### src/rtl/muldiv_seq_pkg.sv
// Shared constants for the RV32M multiply/divide sequencer: decode match,
// funct3 op codes, FSM state encodings and operand-signedness helpers.
package muldiv_seq_pkg;

  localparam logic [6:0] MULDIV_FUNCT7 = 7'h01;

  localparam logic [2:0] F3_MUL    = 3'd0;
  localparam logic [2:0] F3_MULH   = 3'd1;
  localparam logic [2:0] F3_MULHSU = 3'd2;
  localparam logic [2:0] F3_MULHU  = 3'd3;
  localparam logic [2:0] F3_DIV    = 3'd4;
  localparam logic [2:0] F3_DIVU   = 3'd5;
  localparam logic [2:0] F3_REM    = 3'd6;
  localparam logic [2:0] F3_REMU   = 3'd7;

  localparam logic [1:0] ST_IDLE = 2'd0;
  localparam logic [1:0] ST_CALC = 2'd1;
  localparam logic [1:0] ST_FIX  = 2'd2;
  localparam logic [1:0] ST_DONE = 2'd3;

  function automatic logic a_is_signed(input logic [2:0] f3);
    return (f3 == F3_MUL) || (f3 == F3_MULH) || (f3 == F3_MULHSU) ||
           (f3 == F3_DIV) || (f3 == F3_REM);
  endfunction

  // mulhsu treats only the multiplicand as signed
  function automatic logic b_is_signed(input logic [2:0] f3);
    return (f3 == F3_MUL) || (f3 == F3_MULH) || (f3 == F3_DIV) || (f3 == F3_REM);
  endfunction

endpackage

### src/rtl/muldiv_datapath.sv
// Radix-2 shift-add / restoring shift-subtract datapath on operand magnitudes,
// with special-case detection on the raw operands and the final sign fix.
module muldiv_datapath
  import muldiv_seq_pkg::*;
#(
  parameter int WIDTH = 32
) (
  input  logic             clk,
  input  logic             rst_n,
  input  logic             load_i,
  input  logic             step_i,
  input  logic [2:0]       funct3_i,
  input  logic [WIDTH-1:0] a_i,
  input  logic [WIDTH-1:0] b_i,
  output logic             special_o,
  output logic [WIDTH-1:0] special_res_o,
  output logic [WIDTH-1:0] fix_res_o
);

  logic [2*WIDTH-1:0] acc_q, acc_d;
  logic [WIDTH-1:0]   opnd_q, opnd_d;
  logic [2:0]         f3_q, f3_d;
  logic               neg_q, neg_d;
  logic               sa_q, sa_d;

  logic               sa_s, sb_s, b_zero_s, ovf_s;
  logic [WIDTH-1:0]   mag_a_s, mag_b_s;
  logic [WIDTH:0]     sum_s, shifted_s, diff_s;
  logic [2*WIDTH-1:0] prod_s;
  logic [WIDTH-1:0]   quo_s, rem_s;

  assign sa_s    = a_is_signed(funct3_i) & a_i[WIDTH-1];
  assign sb_s    = b_is_signed(funct3_i) & b_i[WIDTH-1];
  assign mag_a_s = sa_s ? -a_i : a_i;
  assign mag_b_s = sb_s ? -b_i : b_i;

  assign b_zero_s = (b_i == '0);
  assign ovf_s    = ((funct3_i == F3_DIV) || (funct3_i == F3_REM)) &&
                    (a_i == {1'b1, {(WIDTH-1){1'b0}}}) && (b_i == {WIDTH{1'b1}});

  // funct3[1] separates rem/remu from div/divu among the divide ops
  always_comb begin
    special_o     = 1'b0;
    special_res_o = '0;
    if (funct3_i[2] && b_zero_s) begin
      special_o     = 1'b1;
      special_res_o = funct3_i[1] ? a_i : {WIDTH{1'b1}};
    end else if (funct3_i[2] && ovf_s) begin
      special_o     = 1'b1;
      special_res_o = funct3_i[1] ? '0 : a_i;
    end else begin
      special_o     = 1'b0;
    end
  end

  // Multiply keeps {partial_hi, multiplier}; divide keeps {remainder, dividend/quotient}
  assign sum_s     = {1'b0, acc_q[2*WIDTH-1:WIDTH]} + (acc_q[0] ? {1'b0, opnd_q} : '0);
  assign shifted_s = acc_q[2*WIDTH-1:WIDTH-1];
  assign diff_s    = shifted_s - {1'b0, opnd_q};

  always_comb begin
    acc_d  = acc_q;
    opnd_d = opnd_q;
    f3_d   = f3_q;
    neg_d  = neg_q;
    sa_d   = sa_q;
    if (load_i) begin
      acc_d  = {{WIDTH{1'b0}}, (funct3_i[2] ? mag_a_s : mag_b_s)};
      opnd_d = funct3_i[2] ? mag_b_s : mag_a_s;
      f3_d   = funct3_i;
      neg_d  = sa_s ^ sb_s;
      sa_d   = sa_s;
    end else if (step_i && !f3_q[2]) begin
      acc_d = {sum_s, acc_q[WIDTH-1:1]};
    end else if (step_i) begin
      acc_d = diff_s[WIDTH] ? {shifted_s[WIDTH-1:0], acc_q[WIDTH-2:0], 1'b0}
                            : {diff_s[WIDTH-1:0], acc_q[WIDTH-2:0], 1'b1};
    end else begin
      acc_d = acc_q;
    end
  end

  always_ff @(posedge clk) begin
    if (!rst_n) begin
      acc_q  <= '0;
      opnd_q <= '0;
      f3_q   <= 3'd0;
      neg_q  <= 1'b0;
      sa_q   <= 1'b0;
    end else begin
      acc_q  <= acc_d;
      opnd_q <= opnd_d;
      f3_q   <= f3_d;
      neg_q  <= neg_d;
      sa_q   <= sa_d;
    end
  end

  assign prod_s = neg_q ? -acc_q : acc_q;
  assign quo_s  = neg_q ? -acc_q[WIDTH-1:0] : acc_q[WIDTH-1:0];
  assign rem_s  = sa_q ? -acc_q[2*WIDTH-1:WIDTH] : acc_q[2*WIDTH-1:WIDTH];

  always_comb begin
    case (f3_q)
      F3_MUL:                       fix_res_o = prod_s[WIDTH-1:0];
      F3_MULH, F3_MULHSU, F3_MULHU: fix_res_o = prod_s[2*WIDTH-1:WIDTH];
      F3_DIV, F3_DIVU:              fix_res_o = quo_s;
      F3_REM, F3_REMU:              fix_res_o = rem_s;
      default:                      fix_res_o = '0;
    endcase
  end

endmodule

### src/rtl/muldiv_seq.sv
// Multi-cycle RV32M multiply/divide sequencer: IDLE -> CALC (32 steps) -> FIX -> DONE,
// with one-cycle special cases, pipeline kill and zero-bubble back-to-back issue.
module muldiv_seq
  import muldiv_seq_pkg::*;
#(
  parameter int WIDTH = 32,
  parameter int CNT_W = 5
) (
  input  logic             clk,
  input  logic             rst_n,
  input  logic             start,
  input  logic [2:0]       funct3,
  input  logic [WIDTH-1:0] rs1_val,
  input  logic [WIDTH-1:0] rs2_val,
  input  logic             kill,
  output logic             busy,
  output logic             stall,
  output logic             done,
  output logic [WIDTH-1:0] result
);

  logic [1:0]       state_q, state_d;
  logic [CNT_W-1:0] cnt_q, cnt_d;
  logic             busy_q, busy_d;
  logic             done_q, done_d;
  logic [WIDTH-1:0] result_q, result_d;

  logic             accept_s, load_s, step_s, special_s;
  logic [WIDTH-1:0] special_res_s, fix_res_s;

  assign accept_s = ((state_q == ST_IDLE) || (state_q == ST_DONE)) && !kill;

  muldiv_datapath #(.WIDTH(WIDTH)) u_dp (
    .clk           (clk),
    .rst_n         (rst_n),
    .load_i        (load_s),
    .step_i        (step_s),
    .funct3_i      (funct3),
    .a_i           (rs1_val),
    .b_i           (rs2_val),
    .special_o     (special_s),
    .special_res_o (special_res_s),
    .fix_res_o     (fix_res_s)
  );

  // kill overrides everything and leaves result untouched
  always_comb begin
    state_d  = state_q;
    cnt_d    = cnt_q;
    busy_d   = busy_q;
    done_d   = 1'b0;
    result_d = result_q;
    load_s   = 1'b0;
    step_s   = 1'b0;
    if (kill) begin
      state_d = ST_IDLE;
      busy_d  = 1'b0;
    end else begin
      case (state_q)
        ST_IDLE, ST_DONE: begin
          if (start && accept_s) begin
            load_s = 1'b1;
            cnt_d  = '0;
            if (special_s) begin
              state_d  = ST_DONE;
              busy_d   = 1'b0;
              done_d   = 1'b1;
              result_d = special_res_s;
            end else begin
              state_d = ST_CALC;
              busy_d  = 1'b1;
            end
          end else begin
            state_d = ST_IDLE;
            busy_d  = 1'b0;
          end
        end
        ST_CALC: begin
          step_s = 1'b1;
          cnt_d  = cnt_q + CNT_W'(1);
          if (cnt_q == CNT_W'(WIDTH - 1)) begin
            state_d = ST_FIX;
          end else begin
            state_d = ST_CALC;
          end
        end
        ST_FIX: begin
          state_d  = ST_DONE;
          busy_d   = 1'b0;
          done_d   = 1'b1;
          result_d = fix_res_s;
        end
        default: begin
          state_d = ST_IDLE;
          busy_d  = 1'b0;
        end
      endcase
    end
  end

  always_ff @(posedge clk) begin
    if (!rst_n) begin
      state_q  <= ST_IDLE;
      cnt_q    <= '0;
      busy_q   <= 1'b0;
      done_q   <= 1'b0;
      result_q <= '0;
    end else begin
      state_q  <= state_d;
      cnt_q    <= cnt_d;
      busy_q   <= busy_d;
      done_q   <= done_d;
      result_q <= result_d;
    end
  end

  assign busy   = busy_q;
  assign done   = done_q;
  assign result = result_q;
  assign stall  = busy_q | (start & accept_s);

endmodule

### config.mk
export PLATFORM = sky130hd
export DESIGN_NAME = muldiv_seq
export DESIGN_NICKNAME = d
export VERILOG_FILES = /design/src/rtl/muldiv_seq_pkg.sv /design/src/rtl/muldiv_datapath.sv /design/src/rtl/muldiv_seq.sv
export SDC_FILE = /design/constraint.sdc
export NUM_CORES = 1
export LEC_CHECK = 0
export BUFFER_PORTS_ARGS = -buffer_cell sky130_fd_sc_hd__buf_2
export CORE_MARGIN = 2
export CORE_UTILIZATION = 40
export CTS_BUF_LIST = sky130_fd_sc_hd__clkbuf_8
export CTS_CLUSTER_DIAMETER = 50
export CTS_CLUSTER_SIZE = 28
export DETAILED_ROUTE_END_ITERATION = 16
export PLACE_DENSITY = 0.65
export SLEW_MARGIN = 5
export SYNTH_ARGS = -nofsm -noshare
export SYNTH_HDL_FRONTEND = slang
export SYNTH_SLANG_ARGS = --single-unit
### constraint.sdc
create_clock -name clk -period 7.65 [get_ports clk]
set_input_delay 0.3825 -clock clk [delete_from_list [all_inputs] [get_ports clk]]
set_output_delay 0.3825 -clock clk [all_outputs]
set_load 0.005 [all_outputs]
### Word level (Yosys, flattened, before mapping)

Index checks and enable logic that the tools add are counted.

* add/sub/neg operators: 8
* multipliers: 0
* divide/modulo/power cells: 0
* magnitude comparators: 0
* equality and inequality tests: 19
* shifts and indexed selects: 0
* mux-type cells: 39
* bitwise operators: 7
* reduce and logical (&&, ||, !) cells: 33

Operators with widths (count)
* $mux 32: 14
* $mux 64: 4
* $neg 32->32: 4
* $pmux 32 s4: 1
* $eq 32x32->1 const B: 2
* $neg 64->64: 1
* $pmux 32 s2: 1
* $add 32x33->33: 1
* $sub 33x32->33: 1
* $logic_not 32->1: 1
* $eq 3x3->1 const B: 6
* $mux 1: 11
* $pmux 5 s2: 1
* $reduce_or 2->1: 5
* $eq 3x2->1 const B: 3
* $logic_or 1x1->1: 8
* $logic_and 1x1->1: 7
* $eq 3x1->1 const B: 2
* $logic_not 3->1: 2
* $mux 2: 3
* $pmux 2 s3: 1
* $reduce_bool 2->1: 3
* $add 5x1->5 const B: 1
* $eq 5x5->1 const B: 1
* 15 further kinds: 22

* bits in registers: 142
* bits in latches: 0
* RAM bits: 0
* memory bits (read-only): 0
* output and inout bits: 35
* memories: 0

### Logic depth before layout (Yosys ltp)

Gate-level depths: netlist of the first run.

* word-level depth: 10
* depth in mapped cells: 15

### Hierarchy

From an unflattened synthesis of the first run, not the netlist that was laid out.

* cells, all modules: 2125
* area total of the unflattened synthesis: 15378.5 um^2

By module, submodules not included
* muldiv_datapath: instances 1, cells each 1916, area an instance 13284.0 um^2, sequential area each 2021.9 um^2
* muldiv_seq: instances 1, cells each 209, area an instance 2094.5 um^2, sequential area each 820.8 um^2

### Least setup slack after synthesis of the first run

Ideal clock, no wire load.

* kind: reg2reg
* start point: register u_dp.acc_q[31]
* end point: register u_dp.acc_q[53]
* arrival: 3.160 ns
* required time: 7.534 ns
* path slack: 4.374 ns
* stages on the path, launching flop included: 15
* path through: dfxtp_1 > inv_1 > ha_1 > fa_1 > nand2b_1 > a21o_1 > a21oi_1 > a211oi_1 > o211ai_1 > a21oi_1 > xnor2_1 > buf_2 > mux2i_1 > a21oi_1 > a31o_2

* word-level cells in the longest chain between the ends: 4

Ends and longest elaborated chain
* start, declared: RTL line muldiv_datapath.sv:20 `logic [2*WIDTH-1:0] acc_q, acc_d;`
* start signal, assigned: RTL line muldiv_datapath.sv:85 `acc_q <= '0;`
* start signal, assigned: RTL line muldiv_datapath.sv:91 `acc_q <= acc_d;`
* $sub 33x32->33: RTL line muldiv_datapath.sv:59 `assign diff_s = shifted_s - {1'b0, opnd_q};`
* $mux 64: RTL line muldiv_datapath.sv:76 `acc_d = diff_s[WIDTH] ? {shifted_s[WIDTH-1:0], acc_q[WIDTH-2:0], 1'b0}`
* $mux 64: RTL line muldiv_datapath.sv:75 `end else if (step_i) begin`
* $mux 64: RTL line muldiv_datapath.sv:73 `end else if (step_i && !f3_q[2]) begin`

No other way between the ends. The select of a mux whose other input is x is not followed.
A chain may end at the register's enable or synchronous reset.

### Final worst setup path of the first run

* start point: register u_dp.acc_q[31]
* end point: register u_dp.acc_q[49]

The elaborated chain is that of the path after synthesis.

==> run_results.csv, run 1 <==
group,metric,value,unit
die,rows,70,
sta,drv_slew,0,
placement,port_buffers,105,
sta,worst-slew-pin-transition,0.991,ns
die,die_x,196,µm
layout,final_area,15800,µm²
synthesis,syn_inst,2063,
synthesis,syn_nets,2210,
synthesis,synth_top_area_cell,"dfxtp_1",
sta,grt_setup_unrepaired,"no",
sta,fmax,239,MHz
sta,fin_skew,0.0197,ns
sta,period_share,54.6,%
worst_setup_path,slowest_delay,0.51,ns
drt,viasPerCell,6.26,
worst_setup_path,cp-end-kind,"flop",
power,p_total,0.00228,W
drt,first_pass_iters,6,
sta,min_period,4.18,ns
layout,layout-drive-gt1-share,10.4,%
worst_setup_path,r2r_cells,14,
grt,grt_max_degree,91,
run,drv_cap,0,
grt,grt_pass1_vias,14300,
worst_setup_path,cp_max_fo,41,
die,die_h,196,µm
synthesis,yosysWarnings,0,
grt,antenna_found_initial,1,
worst_setup_path,startpoint_type,"flop",
power,p_leak,6.17,nW
worst_setup_path,worst-path-stages,14,
cts,cts.sinks,142,
die,ioPinCount,106,
worst_hold_path,holdPathEnd,"u_dp.f3_q[0]",
synthesis,synth_area,14700,µm²
cts,cts_made_buffers,17,
sta,setup_viol,0,
drt,finalWirelength,57.7,mm
cts,hold_buffers,0,
drt,drt_iter0_drc,1875,
run_status,status,"completed",
cts,clkLatencyLatePin,0.50,ns
worst_hold_path,hold_class,"input pin to flop",
worst_setup_path,path_class,"flop to flop",
placement,dpl_cell_area,15400,µm²
worst_setup_path,r2r_setup_slack,3.47,ns
die,core,36300,µm²
grt,grt_pass1_wl,86.7,mm
drt,highest_layer,"met4",
placement,routabilityCongestion,1.03,
sta,setup_tns,0,ns
synthesis,synth_edf_count,0,
cts,clock-root-buffer,"clkbuf_8",
drt,postRouteAntennaNets,0,
die,start_util,40.4,%
worst_setup_path,required,8.02,ns
worst_setup_path,critical-path-slowest-cell,"buf_4",
cts,tritoncts,"yes",
power,ir_worst_vdd,120,µV
power,p_per_area,144,nW/µm²
worst_setup_path,arrival,4.55,ns
cts,clk_path_buf_depth,2,
worst_hold_path,hold_path_startpoint,"funct3[0]",
synthesis,avgSynthCellArea,7.11,µm²
layout,area_growth,7.46,%
drt,drc,0,
synthesis,yosysSeqAreaShare,19.4,%
synthesis,postSynth.asyncResetShare,0,%
cts,postCtsSetupBuffers,0,
worst_hold_path,min_delay_path_depth,3,
drt,routedWlPerCell,22.6,µm
worst_setup_path,crit_chain,"inv_1 -> ha_1 -> fa_1 -> nand2b_1 -> a21o_1 -> a21oi_1 -> a211oi_1 -> o211ai_1 -> a21oi_1 -> xnor2_2 -> buf_4 -> mux2_2 -> a211oi_1 -> nor3_1",
synthesis,netlist.area_leader.share,19.4,%
placement,dpl.hpwl,43.8,mm
synthesis,synthTopCellsByArea,"dfxtp_1 (19%), o21ai_0 (7.0%), ha_1 (6.3%), nand2_1 (6.2%), xor2_1 (5.9%)",
worst_setup_path,timing.rr.end,"u_dp.acc_q[49]",
cts,htree_levels,4,
worst_setup_path,r2r_start,"u_dp.acc_q[31]",
layout,diodes,0,
drt,met3_length,5.37,mm
grt,track_usage,29.5,%
synthesis,synth_ff_type,"dfxtp_1",
cts,cts_resized,0,
worst_setup_path,cp_num_buf_inv,2,
drt,m1WireLength,24.8,mm
grt,grt-ovfl-total,0,
synthesis,ys_ff_latch,142,
drt,dr_wl_met2,24.7,mm
sta,maxSlewHeadroom,33.8,%
sta,hold_viol,0,
synthesis,synth_cell_type_count,88,
die,die-area,38200,µm²
drt,vias,16000,
worst_setup_path,crit_family,"compound AO/OA/AOI/OAI gates",
cts,clk_pin_slew,0.10,ns
layout,fin_nets,2217,
[final cells by class]
cell class                 instances  area (µm²)
inverter                          61         229
sequential                       142        2850
timing repair buffer             128         698
fill                            3756       20600
clock buffer                      18         248
clock inverter                    14         121
tap                              468         586
multi-input combinational       1720       11000
[placed cells by master (no fill, tap or decap), types with 52 or more instances in the layout]
master	n
nand2_1	242
mux2i_1	52
o211ai_1	76
nor2_1	175
xnor2_1	85
buf_2	105
xor2_1	99
inv_1	64
o21ai_0	205
a21oi_1	164
ha_1	74
dfxtp_1	140
[worst reg2reg max path: cells and delay by family (launching register included)]
| kind | cells | cell delay, ns |
|---|---|---|
| AO/OA/AOI/OAI | 6 | 1.46 |
| adder cells (fa/ha/maj) | 2 | 0.65 |
| buffers and inverters | 2 | 0.65 |
| flip-flops | 1 | 0.48 |
| AND/OR/NAND/NOR | 2 | 0.26 |
| XOR/XNOR | 1 | 0.15 |
| multiplexers | 1 | 0.42 |
[flip-flops by register name, summed over array words and instances (netlist names)]
register and flops:
busy 1, cnt_q 5, done 1, result 32, state_q 2, u_dp.acc_q 64, u_dp.f3_q 3, u_dp.neg_q 1
u_dp.opnd_q 32, u_dp.sa_q 1
[report_power, final]
part | switching, W | internal [W]
Sequential | 0.0000509 | 0.000767
Combinational | 0.000541 | 0.000307
Clock | 0.000347 | 0.000265
Total | 0.000938 | 0.00134
[stage by stage]
stage          hold slack, ns  setup slack (ns)  std cells  util (%)
6_report                0.170              3.47       2551      43.4
5_1_grt                 0.207              3.18       2551      43.4
4_1_cts                 0.152              3.54       2551      43.4
3_5_place_dp            0.459              3.33       2519      42.4
3_3_place_gp            0.453              3.38       2519      42.4
2_1_floorplan           0.441              4.37       2063         -
[synth_stat cells (4+ instances only)]
cell type,count
nand2_1,242
o21ai_0,206
nor2_1,175
a21oi_1,164
dfxtp_1,142
clkbuf_1,106
xor2_1,99
xnor2_1,86
o211ai_1,76
ha_1,74
inv_1,61
mux2i_1,52
a21boi_0,44
nand3_1,44
a21o_1,39
a31oi_1,33
nor3_1,31
a211oi_1,25
and2_1,24
o31ai_1,22
or3_1,22
o21a_1,20
buf_2,17
or4_1,17
and3_1,16
o22ai_1,16
nor2b_1,15
nand2b_1,14
nor4_1,13
mux2_2,12
o21ai_1,12
nand4_1,11
o21bai_1,11
buf_1,10
o41ai_1,8
or2_2,7
or4_4,6
nor3_2,5
o221ai_1,5
a221o_1,4
o2111ai_1,4
o211a_1,4
[how the worst max path moves through the flow]
stage | start | end
after CTS | u_dp.acc_q[31] | u_dp.acc_q[49]
after global routing | u_dp.acc_q[36] | u_dp.acc_q[49]
after detailed placement | funct3[2] | result[17]
after floorplan | u_dp.acc_q[31] | u_dp.acc_q[53]
after global placement | funct3[2] | result[17]
final | u_dp.acc_q[31] | u_dp.acc_q[49]
[metal layers]
| layer | vias up | track usage, % |
|---|---|---|
| met2 | 850 | 44.3 |
| met4 | 0 | 13.7 |
| li1 | 7462 | - |
| met1 | 7510 | 40.9 |
| met3 | 137 | 5.16 |
| met5 | - | 0 |
[logic make-up (layout without fill, tap and decap cells)]
logic type | after synthesis | after routing | share of synthesized area, %
compound gates | 725 | 725 | 31.1
simple gates | 670 | 670 | 22.0
buf+inv | 201 | 221 | 5.51
xor+xnor | 185 | 185 | 11.0
flops | 142 | 142 | 19.4
fa+ha+maj | 76 | 76 | 6.58
mux | 64 | 64 | 4.47
(Power assumes the default switching activity.)
==> run 2, diff against run 1 <==
==> constraint.sdc (replaced) <==
create_clock -name clk -period 3.97 [get_ports clk]
set_input_delay 0.1985 -clock clk [delete_from_list [all_inputs] [get_ports clk]]
set_output_delay 0.1985 -clock clk [all_outputs]
set_load 0.005 [all_outputs]
==> run 2 against run 1 <==
- cell count rose by 2.0%
- count of clock-buffer cells in the layout is the same
- first-iteration DRC count up 1.4%
- routed wire length up 3.7%
- sequential share of layout area fell by 0.52 points
- power is 100% higher
- critical path depth rose by 1
- maximum frequency up 9.4%
- via count up 1.2%
- register-to-register slack worse by 3.3 ns
- largest power group unchanged
- global-route usage increased by 1.1 points
- flip-flop and latch count did not move
==> run_results.csv, run 2 (same netlist as run 1, synthesis figures left out) <==
group,metric,value,unit
sta,setup_slack,0.148,ns
grt,antenna_found_initial,2,
worst_setup_path,r2r_start,"u_dp.acc_q[0]",
worst_setup_path,timing.rr.end,"u_dp.acc_q[61]",
worst_hold_path,hold_class,"input pin to flop",
worst_hold_path,hold_path_startpoint,"rs1_val[9]",
layout,fin_util,44.7,%
sta,hold_viol,0,
sta,period_share,96.3,%
layout,fin_nets,2267,
drt,postRouteAntennaNets,0,
worst_setup_path,arrival,4.27,ns
sta,worst-slew-pin-transition,0.952,ns
run_status,status,"completed",
sta,setup_viol,0,
power,ir_worst_vdd,216,µV
grt,grt_pass1_wl,89.4,mm
cts,clk_pin_slew,0.11,ns
placement,dp_slack,0.290,ns
die,die_x,196,µm
die,rows,70,
layout,final_common_cell,"nand2_1",
layout,layout-drive-gt1-share,12.6,%
cts,clk_path_buf_depth,2,
sta,drv_slew,0,
sta,maxSlewHeadroom,36.5,%
worst_setup_path,path_class,"flop to flop",
die,die-area,38200,µm²
placement,routabilityCongestion,1.02,
sta,fin_skew,0.0257,ns
placement,port_buffers,105,
die,core,36300,µm²
die,ioPinCount,106,
grt,track_usage,30.6,%
power,p_per_area,281,nW/µm²
worst_setup_path,r2r_setup_slack,0.15,ns
cts,htree_levels,4,
drt,routedWlPerCell,23.0,µm
drt,first_pass_iters,6,
worst_setup_path,cp_max_fo,12,
cts,tritoncts,"yes",
power,p_leak,6.45,nW
layout,area_growth,10.6,%
cts,postCtsSetupBuffers,0,
drt,finalWirelength,59.8,mm
sta,min_period,3.82,ns
grt,grt-ovfl-total,0,
grt,grt_pass1_vias,14700,
run,drv_cap,0,
cts,clkLatencyLatePin,0.51,ns
drt,viasPerCell,6.21,
layout,regMostFlops,"u_dp.acc_q",
drt,drc,0,
worst_setup_path,cp-end-kind,"flop",
drt,drt_iter0_drc,1902,
sta,grt_setup_unrepaired,"no",
worst_hold_path,holdPathEnd,"result[9]",
grt,grt_max_degree,89,
die,start_util,40.4,%
cts,cts.sinks,142,
sta,fmax,262,MHz
drt,vias,16200,
layout,final_cell_mix,"nand2_1 (242), o21ai_0 (206), nor2_1 (175)",
worst_hold_path,min_delay_path_depth,3,
worst_setup_path,startpoint_type,"flop",
cts,cts_made_buffers,17,
worst_setup_path,r2r_cells,15,
layout,largest_reg_flops,64,
layout,fillers,3695,
die,die_h,196,µm
placement,dpl.hpwl,46.6,mm
cts,clock-root-buffer,"clkbuf_8",
sta,setup_tns,0,ns
worst_setup_path,required,4.41,ns
## run 2: routing by layer
| layer | global-route usage (%) | vias up | share of wire, % |
|---|---|---|---|
| met3 | 5.65 | 121 | 9.3 |
| met5 | 0 | - | 0 |
| li1 | - | 7570 | - |
| met1 | 42.1 | 7640 | 44 |
| met2 | 46.0 | 827 | 42 |
| met4 | 14.3 | 0 | 4.7 |
## run 2: worst max path at each step
stage                              start             end
after global placement     u_dp.acc_q[0]  u_dp.acc_q[61]
after floorplan           u_dp.acc_q[31]  u_dp.acc_q[53]
after CTS                 u_dp.acc_q[33]      result[28]
after global routing       u_dp.acc_q[0]  u_dp.acc_q[61]
final                      u_dp.acc_q[0]  u_dp.acc_q[61]
after detailed placement  u_dp.acc_q[33]      result[28]
## run 2: area by class of cell
type	count	area [µm²]	share of cell area (%)
diodes	1	2.50	0.0154
clock buffers	18	248	1.53
clock inverters	14	161	0.994
inverters	61	229	1.41
multi-input cells	1720	11000	68.0
flip-flops and latches	142	2850	17.5
well taps	468	586	3.61
repair buffers	178	1120	6.88
## run 2: through the flow
step / hold slack [ns] / std cells / power [W] / cell area (µm²)
floorplan: 0.343 / 2063 / 0.00269 / 14700
global placement: 0.452 / 2567 / 0.00324 / 15800
detailed placement: 0.456 / 2567 / 0.00325 / 15800
CTS: 0.0543 / 2601 / 0.00452 / 16200
global route: 0.0759 / 2601 / 0.00476 / 16200
finish: 0.0794 / 2602 / 0.00456 / 16200
## run 2: worst max-delay path, cell delays in order, from the launching register on
cell,delay (ns)
dfxtp_1,0.40
inv_1,0.35
buf_4,0.25
nor2_1,0.06
ha_1,0.40
and3_1,0.23
nand2_1,0.10
nor2_1,0.15
o221ai_1,0.25
a21o_1,0.27
nor3_1,0.28
o22ai_1,0.17
o21a_1,0.22
xor2_1,0.14
a221o_1,0.34
o21ai_0,0.15
## run 2: timing repair
action,in CTS,in global routing
endpoints found under the hold margin,2,0
setup endpoints to repair,0,1
resized for setup,0,1
hold buffers,2,0
## run 2: report_power, final
part           switching [W]  total [W]  internal, W  leakage (nW)
clock               0.000732    0.00128     0.000550         0.212
sequential         0.0000901    0.00157      0.00148          1.16
combinational        0.00107    0.00171     0.000639          5.09
total                0.00189    0.00456      0.00267          6.45
==> run 3, diff against run 2 <==
--- a/config.mk
+++ b/config.mk
@@ -5,14 +5,16 @@
 export SDC_FILE = /design/constraint.sdc
 export NUM_CORES = 1
 export LEC_CHECK = 0
+export ABC_AREA = 1
 export BUFFER_PORTS_ARGS = -buffer_cell sky130_fd_sc_hd__buf_2
+export CAP_MARGIN = 10
 export CORE_MARGIN = 2
 export CORE_UTILIZATION = 40
 export CTS_BUF_LIST = sky130_fd_sc_hd__clkbuf_8
 export CTS_CLUSTER_DIAMETER = 50
 export CTS_CLUSTER_SIZE = 28
 export DETAILED_ROUTE_END_ITERATION = 16
-export PLACE_DENSITY = 0.65
+export PLACE_DENSITY = 0.64
 export SLEW_MARGIN = 5
 export SYNTH_ARGS = -nofsm -noshare
 export SYNTH_HDL_FRONTEND = slang
==> run 3 against run 2 <==
- flip-flop and latch count did not move
- cell area grew 22%
- worst hold slack worse by 0.041 ns
- via count grew 44%
- power rose by 10%
- core utilization down 0.98 points
- synthesized area grew 25%
- maximum frequency grew 24%
- synthesized cell count increased by 67%
- setup slack better by 0.75 ns
- global-route usage rose by 6.1 points
- critical path type unchanged
- largest cell class unchanged
- largest power group unchanged
- highest routed layer is now met5
==> run_results.csv, run 3 <==
group,metric,value,unit
worst_setup_path,r2r_cells,19,
layout,regMostFlops,"u_dp.acc_q",
placement,dpl.hpwl,71.2,mm
worst_setup_path,r2r_setup_slack,0.89,ns
synthesis,yosysSeqAreaShare,15.5,%
synthesis,syn_nets,3598,
run,drv_cap,0,
layout,layout-drive-gt1-share,7.77,%
cts,htree_levels,4,
grt,grt_max_degree,70,
cts,hold_buffers,0,
drt,viasPerCell,5.67,
worst_hold_path,hold_class,"input pin to flop",
cts,clock-root-buffer,"clkbuf_8",
cts,cts_made_buffers,17,
worst_setup_path,cp_max_fo,30,
synthesis,yosysWarnings,0,
grt,grt_pass1_vias,21400,
sta,setup_tns,0,ns
die,ioPinCount,106,
synthesis,netlist.area_leader.share,23.3,%
layout,diodes,0,
power,p_total,0.00502,W
run_status,status,"completed",
layout,fin_nets,3646,
synthesis,yosysMostFrequentCell,"nand2_1",
grt,grt_use_met1,47.6,%
cts,clk_pin_slew,0.10,ns
synthesis,synthTopCellsByArea,"nand2_1 (23%), dfxtp_1 (15%), inv_1 (11%), nand3_1 (8.3%), nor2_1 (6.8%)",
worst_setup_path,cp-end-kind,"flop",
die,die_h,218,µm
worst_setup_path,required,4.36,ns
placement,routabilityCongestion,1.05,
power,ir_worst_vdd,226,µV
worst_setup_path,worst-path-stages,19,
layout,area_growth,7.97,%
synthesis,synth_cell_type_count,48,
synthesis,synth_top_area_cell,"nand2_1",
grt,use_met3,6.96,%
worst_hold_path,holdPathEnd,"u_dp.opnd_q[0]",
placement,port_buffers,105,
worst_setup_path,slowest_delay,0.48,ns
sta,fin_skew,0.0277,ns
sta,period_share,77.5,%
layout,fillers,5249,
synthesis,synth_commonest_cells,"nand2_1 (1141), inv_1 (538), nor2_1 (332), nand3_1 (303), a21oi_1 (200)",
layout,largest_reg_flops,64,
drt,routedWlPerCell,21.4,µm
layout,fin_util,43.7,%
worst_setup_path,timing.rr.end,"u_dp.acc_q[53]",
synthesis,postSynth.asyncResetShare,0,%
worst_setup_path,critical-path-slowest-cell,"nand2_2",
synthesis,ys_ff_latch,142,
drt,vias,23300,
sta,fmax,325,MHz
worst_hold_path,hold_path_startpoint,"rs1_val[0]",
synthesis,synth_edf_count,0,
grt,grt_pass1_wl,132,mm
drt,first_pass_iters,6,
power,p_leak,10.8,nW
grt,groute.layer.met2.usage,54.9,%
cts,clk_path_buf_depth,2,
drt,drc,0,
drt,drt_iter0_drc,3074,
sta,hold_viol,0,
sta,drv_slew,0,
synthesis,syn_inst,3451,
synthesis,synth_ff_type,"dfxtp_1",
worst_setup_path,r2r_start,"u_dp.acc_q[31]",
worst_hold_path,min_delay_path_depth,3,
cts,tritoncts,"yes",
cts,cts.sinks,142,
sta,min_period,3.08,ns
worst_setup_path,cp_common_cell,"nand2_1",
cts,clkLatencyLatePin,0.50,ns
die,die-area,47600,µm²
die,die_x,218,µm
grt,grt-ovfl-total,0,
sta,worst-slew-pin-transition,0.808,ns
worst_setup_path,crit_chain,"inv_1 -> ha_1 -> fa_1 -> inv_1 -> nand2_1 -> nand2_1 -> nand3_1 -> nand2_2 -> nand2_1 -> nand2_1 -> nand2_2 -> nand2_2 -> nand2_1 -> nand2_2 -> nand2_1 -> nand3_1 -> nand3_1 -> nand2_1 -> inv_1",
drt,finalWirelength,88.1,mm
cts,postCtsSetupBuffers,0,
power,p_per_area,253,nW/µm²
sta,holdWs,0.0388,ns
grt,gr-max-usage-layer,"met2",
worst_setup_path,arrival,3.47,ns
sta,maxSlewHeadroom,46.2,%
cts,cts_resized,0,
die,core,45400,µm²
sta,setup_viol,0,
synthesis,synth_area,18400,µm²
die,start_util,40.4,%
grt,antenna_found_initial,2,
grt,track_usage,36.7,%
worst_setup_path,startpoint_type,"flop",
worst_setup_path,path_class,"flop to flop",
worst_setup_path,crit_family,"simple AND/OR/NAND/NOR gates",
drt,postRouteAntennaNets,0,
die,rows,78,
layout,final_common_cell,"nand2_1",
worst_setup_path,cp_num_buf_inv,3,
synthesis,avgSynthCellArea,5.32,µm²
layout,final_cell_mix,"nand2_1 (1141), inv_1 (538), nor2_1 (329)",
sta,grt_setup_unrepaired,"no",
==> run 3: changes by cell type after synthesis, moves of 45 or more <==
cell | previous run | this run
nand3_1 | 44 | 303
nand4_1 | 11 | 56
nor2_1 | 175 | 332
inv_1 | 61 | 538
mux2i_1 | 52 | 0
xnor2_1 | 86 | 9
nand2_1 | 242 | 1141
==> run 3: worst max-delay path by stage <==
| stage | slack (ns) | from | endpoint |
|---|---|---|---|
| 3_5_place_dp | 0.94 | u_dp.acc_q[31] | u_dp.acc_q[53] |
| 5_1_grt | 0.62 | u_dp.acc_q[31] | u_dp.acc_q[58] |
| 6_report | 0.89 | u_dp.acc_q[31] | u_dp.acc_q[53] |
| 3_3_place_gp | 1.05 | u_dp.acc_q[31] | u_dp.acc_q[52] |
| 4_1_cts | 0.92 | u_dp.acc_q[31] | u_dp.acc_q[53] |
| 2_1_floorplan | 1.59 | u_dp.acc_q[32] | u_dp.acc_q[62] |
==> run 3: where the power goes <==
part / internal, W / total [W] / switching [W]
Combinational: 0.000612 / 0.00220 / 0.00158
Sequential: 0.00148 / 0.00159 / 0.000107
Clock: 0.000517 / 0.00124 / 0.000719
Total: 0.00261 / 0.00502 / 0.00241
==> run 3: final cells by class <==
cell class / instances / area (µm²) / share of cell area, %
multi-input combinational: 2628 / 12900 / 65.0
inverter: 565 / 2120 / 10.7
timing repair buffer: 145 / 838 / 4.23
tap: 600 / 751 / 3.79
sequential: 142 / 2840 / 14.3
clock inverter: 15 / 154 / 0.777
clock buffer: 17 / 234 / 1.18
==> run 3: tightest hold or removal path, stage by stage <==
cell     delay (ns)
buf_2          0.15
nand2_1        0.07
a31oi_1        0.06
==> run 3: per-layer routing <==
metal,share of wire (%),wire [µm]
met5,0.031,27
met2,41,36100
met4,8.2,7260
met1,40,35400
met3,11,9280
==> run 3: stage by stage <==
step	instance area, µm²	std cells	setup slack [ns]
after floorplan	18400	3451	1.59
after global placement	19400	4080	1.05
after detailed placement	19400	4080	0.941
after CTS	19800	4112	0.922
after global routing	19800	4112	0.622
final	19800	4112	0.894
==> run 3: cell families (layout without fill, tap and decap cells) <==
family | Yosys count | count (layout) | share of synthesized area (%)
AND/OR/NAND/NOR | 1953 | 1953 | 44.9
buffers and inverters | 681 | 742 | 14.6
AO/OA/AOI/OAI | 509 | 509 | 15.5
flip-flops | 142 | 142 | 15.5
XOR/XNOR | 90 | 90 | 4.29
adder cells (fa/ha/maj) | 76 | 76 | 5.26
